==> config.mk <==
export PLATFORM = sky130hd
export DESIGN_NAME = preg_alloc
export DESIGN_NICKNAME = d
export VERILOG_FILES = /design/src/rtl/preg_alloc.sv
export SDC_FILE = /design/constraint.sdc
export NUM_CORES = 1
export LEC_CHECK = 0
export ABC_AREA = 1
export CORE_MARGIN = 3
export CORE_UTILIZATION = 55
export CTS_CLUSTER_SIZE = 10
export DETAILED_ROUTE_END_ITERATION = 8
export HOLD_SLACK_MARGIN = 0.08
export PLACE_DENSITY = 0.73
export SLEW_MARGIN = 20
export SYNTH_ARGS = -nofsm -noshare
export SYNTH_HDL_FRONTEND = slang
export SYNTH_SLANG_ARGS = --single-unit
==> constraint.sdc <==
create_clock -name clk -period 3 [get_ports clk]
set_clock_uncertainty 0.05 [all_clocks]
set_input_delay 0.3 -clock clk [delete_from_list [all_inputs] [get_ports clk]]
set_output_delay 0.3 -clock clk [all_outputs]
set_load 0.02 [all_outputs]
==> src/rtl/preg_alloc.sv <==
// Rename-side allocator: captures free-register-list offers into an in-order pool and serves 1-4 registers per cycle.
// Optional duplicate detection is compiled in with `define PREG_ALLOC_DUP_CHECK_EN.
package reg_pkg;
  localparam int NUM_PHYS_REGS = 64;
endpackage

module preg_alloc #(
  parameter int NUM_PHYS_REGS = reg_pkg::NUM_PHYS_REGS,
  parameter int POOL_DEPTH    = 8,
  parameter int FRL_LAT       = 1,
  localparam int PREG_W       = $clog2(NUM_PHYS_REGS),
  localparam int CNT_W        = $clog2(POOL_DEPTH + 1)
) (
  input  logic                   clk,
  input  logic                   rst,
  input  logic                   frl_valid_in,
  input  logic [3:0][PREG_W-1:0] frl_regs_in,
  output logic [3:0]             frl_ack_out,
  input  logic                   rn_req_valid_in,
  input  logic [2:0]             rn_req_count_in,
  output logic                   rn_ready_out,
  output logic [3:0][PREG_W-1:0] rn_regs_out,
  output logic [CNT_W-1:0]       pool_count_out,
  output logic                   dup_err_out
);
  localparam int PTR_W = $clog2(POOL_DEPTH);

  typedef enum logic [1:0] {FILL, ACK, WAIT} state_t;

  state_t             state_reg, state_next;
  logic [1:0]         wait_reg, wait_next;
  logic [3:0]         ack_reg, ack_next;
  logic [PTR_W-1:0]   rd_ptr_reg, wr_ptr_reg;
  logic [CNT_W-1:0]   count_reg;
  logic [PREG_W-1:0]  pool_mem [POOL_DEPTH];

  logic [CNT_W-1:0]   free_slots;
  logic [2:0]         k;
  logic [2:0]         cap_n, pop_n;
  logic               capture, grant;
  logic [3:0]         mask;

  // Space is judged on the pre-pop count so a capture never lands on unread entries.
  always_comb begin
    free_slots = CNT_W'(POOL_DEPTH) - count_reg;
    k          = (free_slots >= CNT_W'(4)) ? 3'd4 : free_slots[2:0];
    capture    = (state_reg == FILL) && frl_valid_in && (k != 3'd0);
    mask       = 4'((5'd1 << k) - 5'd1);
    grant      = rn_req_valid_in && rn_ready_out;
    cap_n      = capture ? k : 3'd0;
    pop_n      = grant ? rn_req_count_in : 3'd0;
  end

  assign rn_ready_out   = count_reg >= CNT_W'(rn_req_count_in);
  assign pool_count_out = count_reg;
  assign frl_ack_out    = ack_reg;

  always_comb begin
    state_next = state_reg;
    wait_next  = wait_reg;
    ack_next   = 4'b0000;
    case (state_reg)
      FILL: begin
        if (capture) begin
          state_next = ACK;
          ack_next   = mask;
        end
      end
      ACK: begin
        if (FRL_LAT == 1) begin
          state_next = FILL;
        end else begin
          state_next = WAIT;
          wait_next  = 2'(FRL_LAT - 1);
        end
      end
      WAIT: begin
        wait_next = wait_reg - 2'd1;
        if (wait_reg <= 2'd1) state_next = FILL;
      end
      default: state_next = FILL;
    endcase
  end

  always_ff @(posedge clk or posedge rst) begin
    if (rst) begin
      state_reg  <= FILL;
      wait_reg   <= 2'd0;
      ack_reg    <= 4'b0000;
      rd_ptr_reg <= '0;
      wr_ptr_reg <= '0;
      count_reg  <= '0;
    end else begin
      state_reg  <= state_next;
      wait_reg   <= wait_next;
      ack_reg    <= ack_next;
      rd_ptr_reg <= rd_ptr_reg + PTR_W'(pop_n);
      wr_ptr_reg <= wr_ptr_reg + PTR_W'(cap_n);
      count_reg  <= count_reg + CNT_W'(cap_n) - CNT_W'(pop_n);
    end
  end

  // Storage is intentionally left uninitialised; only pointers and count reset.
  always_ff @(posedge clk) begin
    for (int i = 0; i < 4; i++) begin
      if (capture && (3'(i) < k)) pool_mem[wr_ptr_reg + PTR_W'(i)] <= frl_regs_in[i];
    end
  end

  for (genvar gi = 0; gi < 4; gi++) begin : g_rd
    assign rn_regs_out[gi] = pool_mem[rd_ptr_reg + PTR_W'(gi)];
  end

`ifdef PREG_ALLOC_DUP_CHECK_EN
  logic dup_hit;
  logic dup_reg;

  always_comb begin
    dup_hit = 1'b0;
    for (int i = 0; i < 4; i++) begin
      if (3'(i) < k) begin
        for (int j = 0; j < POOL_DEPTH; j++) begin
          if ((CNT_W'(j) < count_reg) && (pool_mem[rd_ptr_reg + PTR_W'(j)] == frl_regs_in[i]))
            dup_hit = 1'b1;
        end
        for (int j = 0; j < i; j++) begin
          if (frl_regs_in[j] == frl_regs_in[i]) dup_hit = 1'b1;
        end
      end
    end
  end

  always_ff @(posedge clk or posedge rst) begin
    if (rst) dup_reg <= 1'b0;
    else if (capture && dup_hit) dup_reg <= 1'b1;
  end

  assign dup_err_out = dup_reg;

  a_no_dup: assert property (@(posedge clk) disable iff (rst) !(capture && dup_hit));
`else
  assign dup_err_out = 1'b0;
`endif

endmodule

==> flow_summary.toml, run 1 <==
[logic_synthesis]
synth_edf_count = 48
synth-main-ff-cell = "edfxtp_1"
synthDistinctLibCells = 34
synth.most_common_cell = "nand2_1"
synth_top_area_cell = "nand2_1"
yosys.area_share.simple = 0.486
yosys-mux-area-fraction = 0
synth_top_area_frac = 0.223
synthXorXnorAreaFrac = 0.0134
syn_nets = 1014
yosys-top-cells-count = "nand2_1, nand4_1, o21ai_0"
postSynthRegisterBits = 63
synth_top_family_by_area = "simple AND/OR/NAND/NOR gates"
synth_area_um2 = 6550
synthArstFlopShare = 0.238
synthCells = 963
yosys_warnings = 0
yosysSeqAreaShare = 0.277
synth.avg_cell_area_um2 = 6.80
synth_fa_ha_area_frac = 0.0439
synth_compound_area_frac = 0.0745
synth_area_leaders = "nand2_1, edfxtp_1, nand4_1"

[worst_setup_path]
critPathSlowestCell = "fa_1"
start_kind = "flop"
path_class = "reg2reg"
endpoint_kind = "flop"
cp.required_ns = 3.16
crit_chain = "inv_2, ha_1, inv_1, a21boi_0, o21ai_0, nand2_1, nand2_1, nor2_1, fa_1, inv_1, ha_1, a21oi_1, nand2_1, xnor2_1"
crit_path_frequent_cell = "nand2_1"
crit_family = "adder cells"
max_stage_delay_ns = 0.50
arrival_ns = 2.95
cp_max_fo = 8
path_buf_inv = 3

[grt]
grt_pass1_wl_mm = 29.1
gr-total-overflow = 0
grt_use_total = 0.281
grt_max_degree = 97
grt_pass1_vias = 5461
antenna_found_initial = 0

[clock_tree]
cts_setup_buffers = 0
clockBufferDepth = 2
hold_buffers = 0
cts_buffers = 9
clkTransAtPathRegs_ns = 0.06
cts_resized = 0
clkLatencyLatePin_ns = 0.33
cts_tree = "built"
cts_root_buffer = "clkbuf_16"
h-tree-depth = 3
clock-sinks = 63

[floorplan]
ios = 65
die_h_um = 115
start_util = 0.569
rows = 39
dieWidth_um = 115
coreArea_um2 = 11500
dieArea_um2 = 13300

[sta]
maxSlewViolCount = 0
finalSetupViolCount = 0
setup_slack_ns = 0.216
rsz0062_at_grt = "no"
worstMarginPinSlew_ns = 0.720
post-route-period-util = 0.928
max_freq_mhz = 359
fin_crit_ns = 2.78
relSlewSlack = 0.518
finalHoldViolations = 0
fin_tns_setup_ns = 0

[detailed_routing]
drt-initial-drc-count = 660
via_per_inst = 5.65
routedWlPerCell_um = 16.0
drc = 0
route.vias.total = 6481
ant_nets = 0
totalWireLength_mm = 18.3
first_pass_iters = 5

[power]
powerDensity_nw_per_um2 = 1360
intPower_mw = 4.85
ir_worst_vdd_v = 0.000706
p_sw_mw = 5.38
swShare = 0.526
seq_power_share = 0.176
p_comb_frac = 0.717
p_leak_nw = 3.60
p_clk_frac = 0.108

[placement]
dpl-instance-area_um2 = 7200
pre_cts_ws_ns = -0.0695
dpl.hpwl_mm = 14.4
place_inst = 1131
place.gp.congestion = 0.919
portBuffers = 63

[cells_and_area]
fin_cells = 1147
multi_input_area_um2 = 4060
finalNetCount = 1050
regMostFlops = "pool_mem"
largest_reg_flops = 48
num-fill-cells = 1048
fin_util = 0.653
ff_latch_area_um2 = 1820
layout-drive-gt1-share = 0.114
area_growth_pct = 14.9
final_area_um2 = 7520
n_antenna_cell = 0

[job]
max-cap-violations = 0

[run_status]
status = "completed"

[hold_path]
hold_class = "in2async"
==> routing by layer <==
| metal | global-route usage | routed length, um | up-vias |
|---|---|---|---|
| met1 | 0.420 | 8690 | 2924 |
| met5 | 0 | 0 | - |
| li1 | - | - | 3298 |
| met2 | 0.434 | 8450 | 238 |
| met4 | 0.0751 | 308 | 0 |
| met3 | 0.0311 | 892 | 21 |
==> layout by cell type (no fill, tap or decap) <==
master           Yosys  final
buf_4                8     18
o22a_1              12     12
nand3_2             22     22
nor2_1              34     33
conb_1               1      1
nor3_1               1      1
clkbuf_16            0     10
edfxtp_1            48     48
nor2_4               8      8
xnor2_1              4      4
ha_1                15     15
nand2_1            389    389
nor2_2               3      4
nand2_8              2      2
nor2_8               9      9
clkbuf_8             0      1
clkinv_1             1      1
bufinv_16            0      1
inv_1               72     72
nand2_2              7      7
nand4_1            115    115
fa_1                 5      5
clkinv_4             0      1
xor2_1               6      6
clkdlybuf4s50_1      0     63
o21ai_0             73     73
a21boi_0             1      1
nand4_2              2      2
a21oi_1              2      2
nand3_1             35     35
buf_12               0      1
dfrtp_2              0      1
inv_6                1      2
inv_4                9     11
dfrtp_1             15     14
nor3_2               8      8
inv_2                6      6
==> cells by family after synthesis <==
kind of cell	after synthesis
buffers and inverters	146
AND/OR/NAND/NOR	635
XOR/XNOR	10
adder cells (fa/ha/maj)	20
other	1
AO/OA/AOI/OAI	88
flip-flops	63
==> layout make-up <==
type,instances,share of cell area
multi-input cells,754,0.539
flip-flops and latches,63,0.242
repair buffers,82,0.104
inverters,89,0.0481
clock buffers,11,0.0351
well taps,143,0.0238
clock inverters,5,0.00798
==> stage by stage <==
stage	hold WS (ns)	total power, mW
floorplan	0.151	6.83
global placement	0.486	8.96
detailed placement	0.496	9.04
CTS	0.308	10.2
global route	0.357	11.0
finish	0.296	10.2
==> worst paths after layout <==
check / start / endpoint / slack, ns / cells past startpoint
setup / recovery: pool_count_out[0] / pool_count_out[3] / 0.22 / 14
hold / removal: rst / pool_count_out[0] / 0.30 / 2
setup reg to reg: pool_count_out[0] / pool_count_out[3] / 0.22 / 14
hold reg to reg: pool_count_out[0] / pool_count_out[0] / 0.51 / 1
max in group asynchronous: rst / rd_ptr_reg[0] / 2.18 / 2
min in group clk: pool_count_out[0] / pool_count_out[0] / 0.51 / 1
==> power by group through the flow <==
stage,Sequential (mW),Combinational (mW),Clock (mW)
CTS,1.80,7.27,1.11
floorplan,1.77,5.06,0
global placement,1.80,7.16,0
global route,1.85,8.00,1.15
detailed placement,1.81,7.22,0
finish,1.80,7.34,1.10
(Power assumes the default switching activity.)
==> inputs of run 2 (changes only) <==
--- a/config.mk
+++ b/config.mk
@@ -5,13 +5,12 @@
 export SDC_FILE = /design/constraint.sdc
 export NUM_CORES = 1
 export LEC_CHECK = 0
-export ABC_AREA = 1
 export CORE_MARGIN = 3
 export CORE_UTILIZATION = 55
 export CTS_CLUSTER_SIZE = 10
 export DETAILED_ROUTE_END_ITERATION = 8
 export HOLD_SLACK_MARGIN = 0.08
-export PLACE_DENSITY = 0.73
+export PLACE_DENSITY = 0.75
 export SLEW_MARGIN = 20
 export SYNTH_ARGS = -nofsm -noshare
 export SYNTH_HDL_FRONTEND = slang
==> run 2 against run 1 <==
  * First-iteration DRC count shrank 9.7%
  * Power fell by 7.0%
  * Wire length decreased by 4.9%
  * Sequential power rose by 4%
  * Highest routed layer unchanged
  * Combinational power fell by 6.1%
  * Non-clock buffer count grew 47
  * Register-to-register slack got worse by 0.17 ns
  * Fmax decreased by 5.7%
  * Setup slack worse by 0.17 ns
  * Sequential share of layout area rose by 2.6 points
==> flow_summary.toml, run 2 <==
[logic_synthesis]
synth_top_area_cell = "edfxtp_1"
syn_nets = 533
synthArstFlopShare = 0.238
synth_area_um2 = 5410
synth-main-ff-cell = "edfxtp_1"
synth_area_leaders = "edfxtp_1, mux2_2, mux4_2"
postSynthRegisterBits = 63
synthDistinctLibCells = 60
yosysSeqAreaShare = 0.336
synth_edf_count = 48
synth_top_area_frac = 0.266
yosys_warnings = 0
yosys-top-cells-count = "edfxtp_1, mux2_2, mux2i_1"
synth.avg_cell_area_um2 = 11.2
synthCells = 482

[power]
p_leak_nw = 2.85
powerDensity_nw_per_um2 = 1400
finalPower_mw = 9.52
ir_worst_vdd_v = 0.00122

[sta]
relSlewSlack = 0.504
maxSlewViolCount = 0
post-route-period-util = 0.984
finalSetupViolCount = 0
max_freq_mhz = 339
rsz0062_at_grt = "yes"
whs_ns = 0.253
finalHoldViolations = 0
fin_crit_ns = 2.95
setup_slack_ns = 0.0487
worstMarginPinSlew_ns = 0.741

[clock_tree]
hold_buffers = 0
clkTransAtPathRegs_ns = 0.08
cts_buffers = 9
cts_tree = "built"
cts_root_buffer = "clkbuf_8"
h-tree-depth = 3
clkLatencyLatePin_ns = 0.34
clockBufferDepth = 2
clock-sinks = 63

[job]
max-cap-violations = 0

[cells_and_area]
fin_cells = 717
layout_commonest_cell = "buf_4"
layout_common_cells = "buf_4, clkdlybuf4s50_1, mux2_2, edfxtp_1, mux2i_1"
num-fill-cells = 667
finalNetCount = 634
n_antenna_cell = 0
layout-drive-gt1-share = 0.321
regMostFlops = "pool_mem"
largest_reg_flops = 48
area_growth_pct = 25.7

[placement]
place.gp.congestion = 0.950
place_inst = 691
dpl.hpwl_mm = 13.7
portBuffers = 63
pre_cts_ws_ns = -0.186

[grt]
gr-total-overflow = 0
grt_use_total = 0.317
antenna_found_initial = 0
grt_pass1_wl_mm = 27.2
grt_max_degree = 41
grt_pass1_vias = 4803

[detailed_routing]
via_per_inst = 6.79
ant_nets = 0
totalWireLength_mm = 17.4
drc = 0
routedWlPerCell_um = 24.3
first_pass_iters = 7
route.vias.total = 4866
drt-initial-drc-count = 596

[worst_setup_path]
cp.required_ns = 2.92
arrival_ns = 2.87
path_class = "reg2reg"
critPathSlowestCell = "o211ai_1"
crit_start = "pool_count_out[1]"
crit-reg2reg-launch = "pool_count_out[1]"
max_stage_delay_ns = 0.74
start_kind = "flop"
crit_chain = "inv_2, ha_4, or2b_1, buf_4, a21oi_1, o21ai_0, nand2_1, o211ai_1"
endpoint_kind = "flop"
cp_max_fo = 11

[floorplan]
rows = 35
dieArea_um2 = 11100
dieWidth_um = 105
die_h_um = 105
ios = 65
start_util = 0.575
coreArea_um2 = 9420

[run_status]
status = "completed"

[hold_path]
hold_class = "in2async"
## run 2: cell count changes in the layout (fill, tap and decap cells not counted), sizes merged, moves of 25 or more
| cell | change |
|---|---|
| nand4 | -111 |
| inv | -61 |
| nand2 | -387 |
| o21ai | -70 |
| nor2 | -33 |
| mux2 | +48 |
| mux2i | +45 |
| nand3 | -40 |
| a21oi | +25 |
| buf | +47 |
## run 2: logic make-up (layout without fill, tap and decap cells)
family	after synthesis	count (layout)	synth area share
muxes	117	117	0.283
AOI/OAI and AO/OA	102	102	0.142
and+or+nand+nor	96	96	0.108
buffers and inverters	69	175	0.0541
DFF	63	63	0.336
adders and majority gates	20	20	0.0532
xor gates and xnor gates	14	14	0.0227
other	1	1	0.000693
## run 2: cell type report
type,instances,area [um2],share of cell area
tap,129,161,0.0237
sequential,63,1820,0.268
clock buffer,9,124,0.0182
inverter,30,118,0.0173
timing repair buffer,129,1140,0.168
multi-input combinational,350,3360,0.494
clock inverter,7,72.6,0.0107
## run 2: power breakdown
part | total, mW | internal, mW | leakage, nW | switching (mW)
Sequential | 1.88 | 1.52 | 0.619 | 0.360
Combinational | 6.89 | 3.40 | 2.13 | 3.49
Clock | 0.750 | 0.385 | 0.0956 | 0.365
## run 2: worst paths after layout
check | end | slack [ns] | depth (start not counted)
max | pool_mem[5][5] | 0.05 | 8
min | frl_ack_out[0] | 0.25 | 2
max reg2reg | pool_mem[5][5] | 0.05 | 8
min reg2reg | wr_ptr_reg[0] | 0.53 | 1
max in group asynchronous | rd_ptr_reg[0] | 2.23 | 2
min in group clk | wr_ptr_reg[0] | 0.53 | 1
## run 2: worst max-delay path: cells and delay by family (launching register included)
kind | cells | cell delay (ns)
fa+ha+maj | 1 | 0.19
compound gates | 3 | 1.16
buf+inv | 2 | 0.21
flops | 1 | 0.42
simple gates | 2 | 0.54
## run 2: metrics by stage
step / utilization / TNS, ns / cell area (um2)
floorplan: - / 0 / 5450
global placement: 0.690 / -0.289 / 6490
detailed placement: 0.690 / -0.557 / 6490
CTS: 0.711 / 0 / 6690
global route: 0.723 / -0.214 / 6810
finish: 0.723 / 0 / 6810
## run 2: layer usage
| metal | up-vias | part of all wire | global-route usage |
|---|---|---|---|
| met2 | 339 | 0.50 | 0.536 |
| met1 | 2349 | 0.37 | 0.406 |
| met3 | 56 | 0.093 | 0.0630 |
| met4 | 0 | 0.035 | 0.104 |
| li1 | 2122 | - | - |
| met5 | - | 0 | 0 |
## run 2: timing repair
item,CTS,global route
buffers inserted,0,10
setup endpoints to repair,0,36
resized for setup,0,10
hold endpoints to repair,0,0
==> inputs of run 3 (changes only) <==
--- a/config.mk
+++ b/config.mk
@@ -11,6 +11,7 @@
 export DETAILED_ROUTE_END_ITERATION = 8
 export HOLD_SLACK_MARGIN = 0.08
 export PLACE_DENSITY = 0.75
+export SKIP_LAST_GASP = 1
 export SLEW_MARGIN = 20
 export SYNTH_ARGS = -nofsm -noshare
 export SYNTH_HDL_FRONTEND = slang
==> run 3 against run 2 <==
  * Die area unchanged
  * Via count is 0.68% lower
  * Count of clock-buffer cells in the layout unchanged
  * Wire length fell by 0.28%
  * Largest cell class unchanged
  * Cell count is the same
  * First-iteration DRC count rose by 14%
  * Critical endpoint is now pool_mem[4][4]
==> flow_summary.toml, run 3 (synthesis gave the netlist of run 2 again) <==
[grt]
antenna_found_initial = 0
grt_use_total = 0.317
grt_pass1_vias = 4803
gr-total-overflow = 0
grt_max_degree = 41
grt_pass1_wl_mm = 27.2

[detailed_routing]
routedWlPerCell_um = 24.3
drt-initial-drc-count = 677
route.vias.total = 4833
via_per_inst = 6.74
totalWireLength_mm = 17.4
ant_nets = 0
drc = 0
first_pass_iters = 7

[floorplan]
coreArea_um2 = 9420
dieWidth_um = 105
start_util = 0.575
dieArea_um2 = 11100
rows = 35
die_h_um = 105
ios = 65

[cells_and_area]
layout_common_cells = "buf_4, clkdlybuf4s50_1, mux2_2, edfxtp_1, mux2i_1"
largest_reg_flops = 48
layout-drive-gt1-share = 0.320
num-fill-cells = 670
area_growth_pct = 25.6
regMostFlops = "pool_mem"
layout_commonest_cell = "buf_4"
n_antenna_cell = 0
finalNetCount = 634

[clock_tree]
cts_buffers = 9
h-tree-depth = 3
cts_root_buffer = "clkbuf_8"
clkTransAtPathRegs_ns = 0.08
hold_buffers = 0
cts_tree = "built"
clockBufferDepth = 2
clkLatencyLatePin_ns = 0.34
clock-sinks = 63

[sta]
max_freq_mhz = 341
worstMarginPinSlew_ns = 0.722
finalHoldViolations = 0
maxSlewViolCount = 0
fin_crit_ns = 2.94
finalSetupViolCount = 0
rsz0062_at_grt = "yes"
relSlewSlack = 0.516
post-route-period-util = 0.979
fin_tns_setup_ns = 0

[placement]
place.gp.congestion = 0.950
portBuffers = 63
dpl.hpwl_mm = 13.7

[worst_setup_path]
reg2reg_depth = 9
crit-reg2reg-launch = "pool_count_out[0]"
endpoint_kind = "flop"
arrival_ns = 2.96
r2r-end = "pool_mem[4][4]"
path_class = "reg2reg"
cp_max_fo = 9
start_kind = "flop"
regToRegSetupSlack_ns = 0.06
cp.required_ns = 3.03

[hold_path]
hold_class = "in2async"

[power]
powerDensity_nw_per_um2 = 1400
ir_worst_vdd_v = 0.00122
p_leak_nw = 2.84
finalPower_mw = 9.51

[job]
max-cap-violations = 0

[run_status]
status = "completed"
-- run 3: changes by cell type in the layout (fill, tap and decap cells not counted) --
cell / change
a21boi_1: +1
a21boi_2: -1
clkdlybuf4s50_1: +1
dlymetal6s2s_1: -1
-- run 3: report_power, final --
part	leakage [nW]	internal (mW)	switching (mW)
Clock	0.0956	0.385	0.360
Combinational	2.12	3.40	3.49
Sequential	0.619	1.52	0.359
-- run 3: worst max-delay path by stage --
stage	from	to	slack [ns]	cells past startpoint
final	pool_count_out[0]	pool_mem[4][4]	0.06	9
after global placement	rn_req_count_in[0]	pool_count_out[3]	-0.12	13
after detailed placement	rn_req_count_in[0]	pool_count_out[2]	-0.19	11
after CTS	rd_ptr_reg[0]	rn_regs_out[23]	0.007	6
after global routing	pool_count_out[0]	pool_count_out[3]	-0.04	13
after floorplan	pool_count_out[0]	pool_count_out[3]	0.0003	13
-- run 3: critical path, cell delays in order (launching register included) --
cell and delay (ns):
dfrtp_2 0.40, clkinv_4 0.09, ha_4 0.20, or2b_1 0.25, buf_4 0.15, a2111o_1 0.51
buf_4 0.22, nand3_2 0.21, mux2i_1 0.12, a221oi_1 0.47
-- run 3: per-stage QoR --
| stage | setup slack, ns | instances | utilization | cell area, um2 | hold WS [ns] |
|---|---|---|---|---|---|
| 2_1_floorplan | 0.000318 | 482 | - | 5450 | 0.151 |
| 3_3_place_gp | -0.124 | 691 | 0.690 | 6490 | 0.512 |
| 3_5_place_dp | -0.186 | 691 | 0.690 | 6490 | 0.519 |
| 4_1_cts | 0.00735 | 707 | 0.711 | 6690 | 0.268 |
| 5_1_grt | -0.0400 | 717 | 0.722 | 6800 | 0.314 |
| 6_report | 0.0636 | 717 | 0.722 | 6800 | 0.255 |
-- run 3: final cells by class --
class                           instances  area, um2  area share
Clock buffer                            9        124      0.0182
Clock inverter                          7       72.6      0.0107
Inverter                               30        118      0.0173
Multi-Input combinational cell        350       3360       0.494
Sequential cell                        63       1820       0.268
Tap cell                              129        161      0.0237
Timing Repair Buffer                  129       1140       0.168
-- run 3: layer usage --
layer | share of wire | wire length, um | vias to the layer above | GRT usage
li1 | - | - | 2118 | -
met1 | 0.38 | 6660 | 2354 | 0.406
met2 | 0.50 | 8730 | 320 | 0.536
met3 | 0.085 | 1480 | 41 | 0.0630
met4 | 0.030 | 523 | 0 | 0.104
met5 | 0 | 0 | - | 0
-- run 3: repair_timing --
item | CTS | global route
buffers inserted | 0 | 10
gates resized for setup | 0 | 8
hold endpoints to repair | 0 | 0
endpoints found under the setup margin | 0 | 36
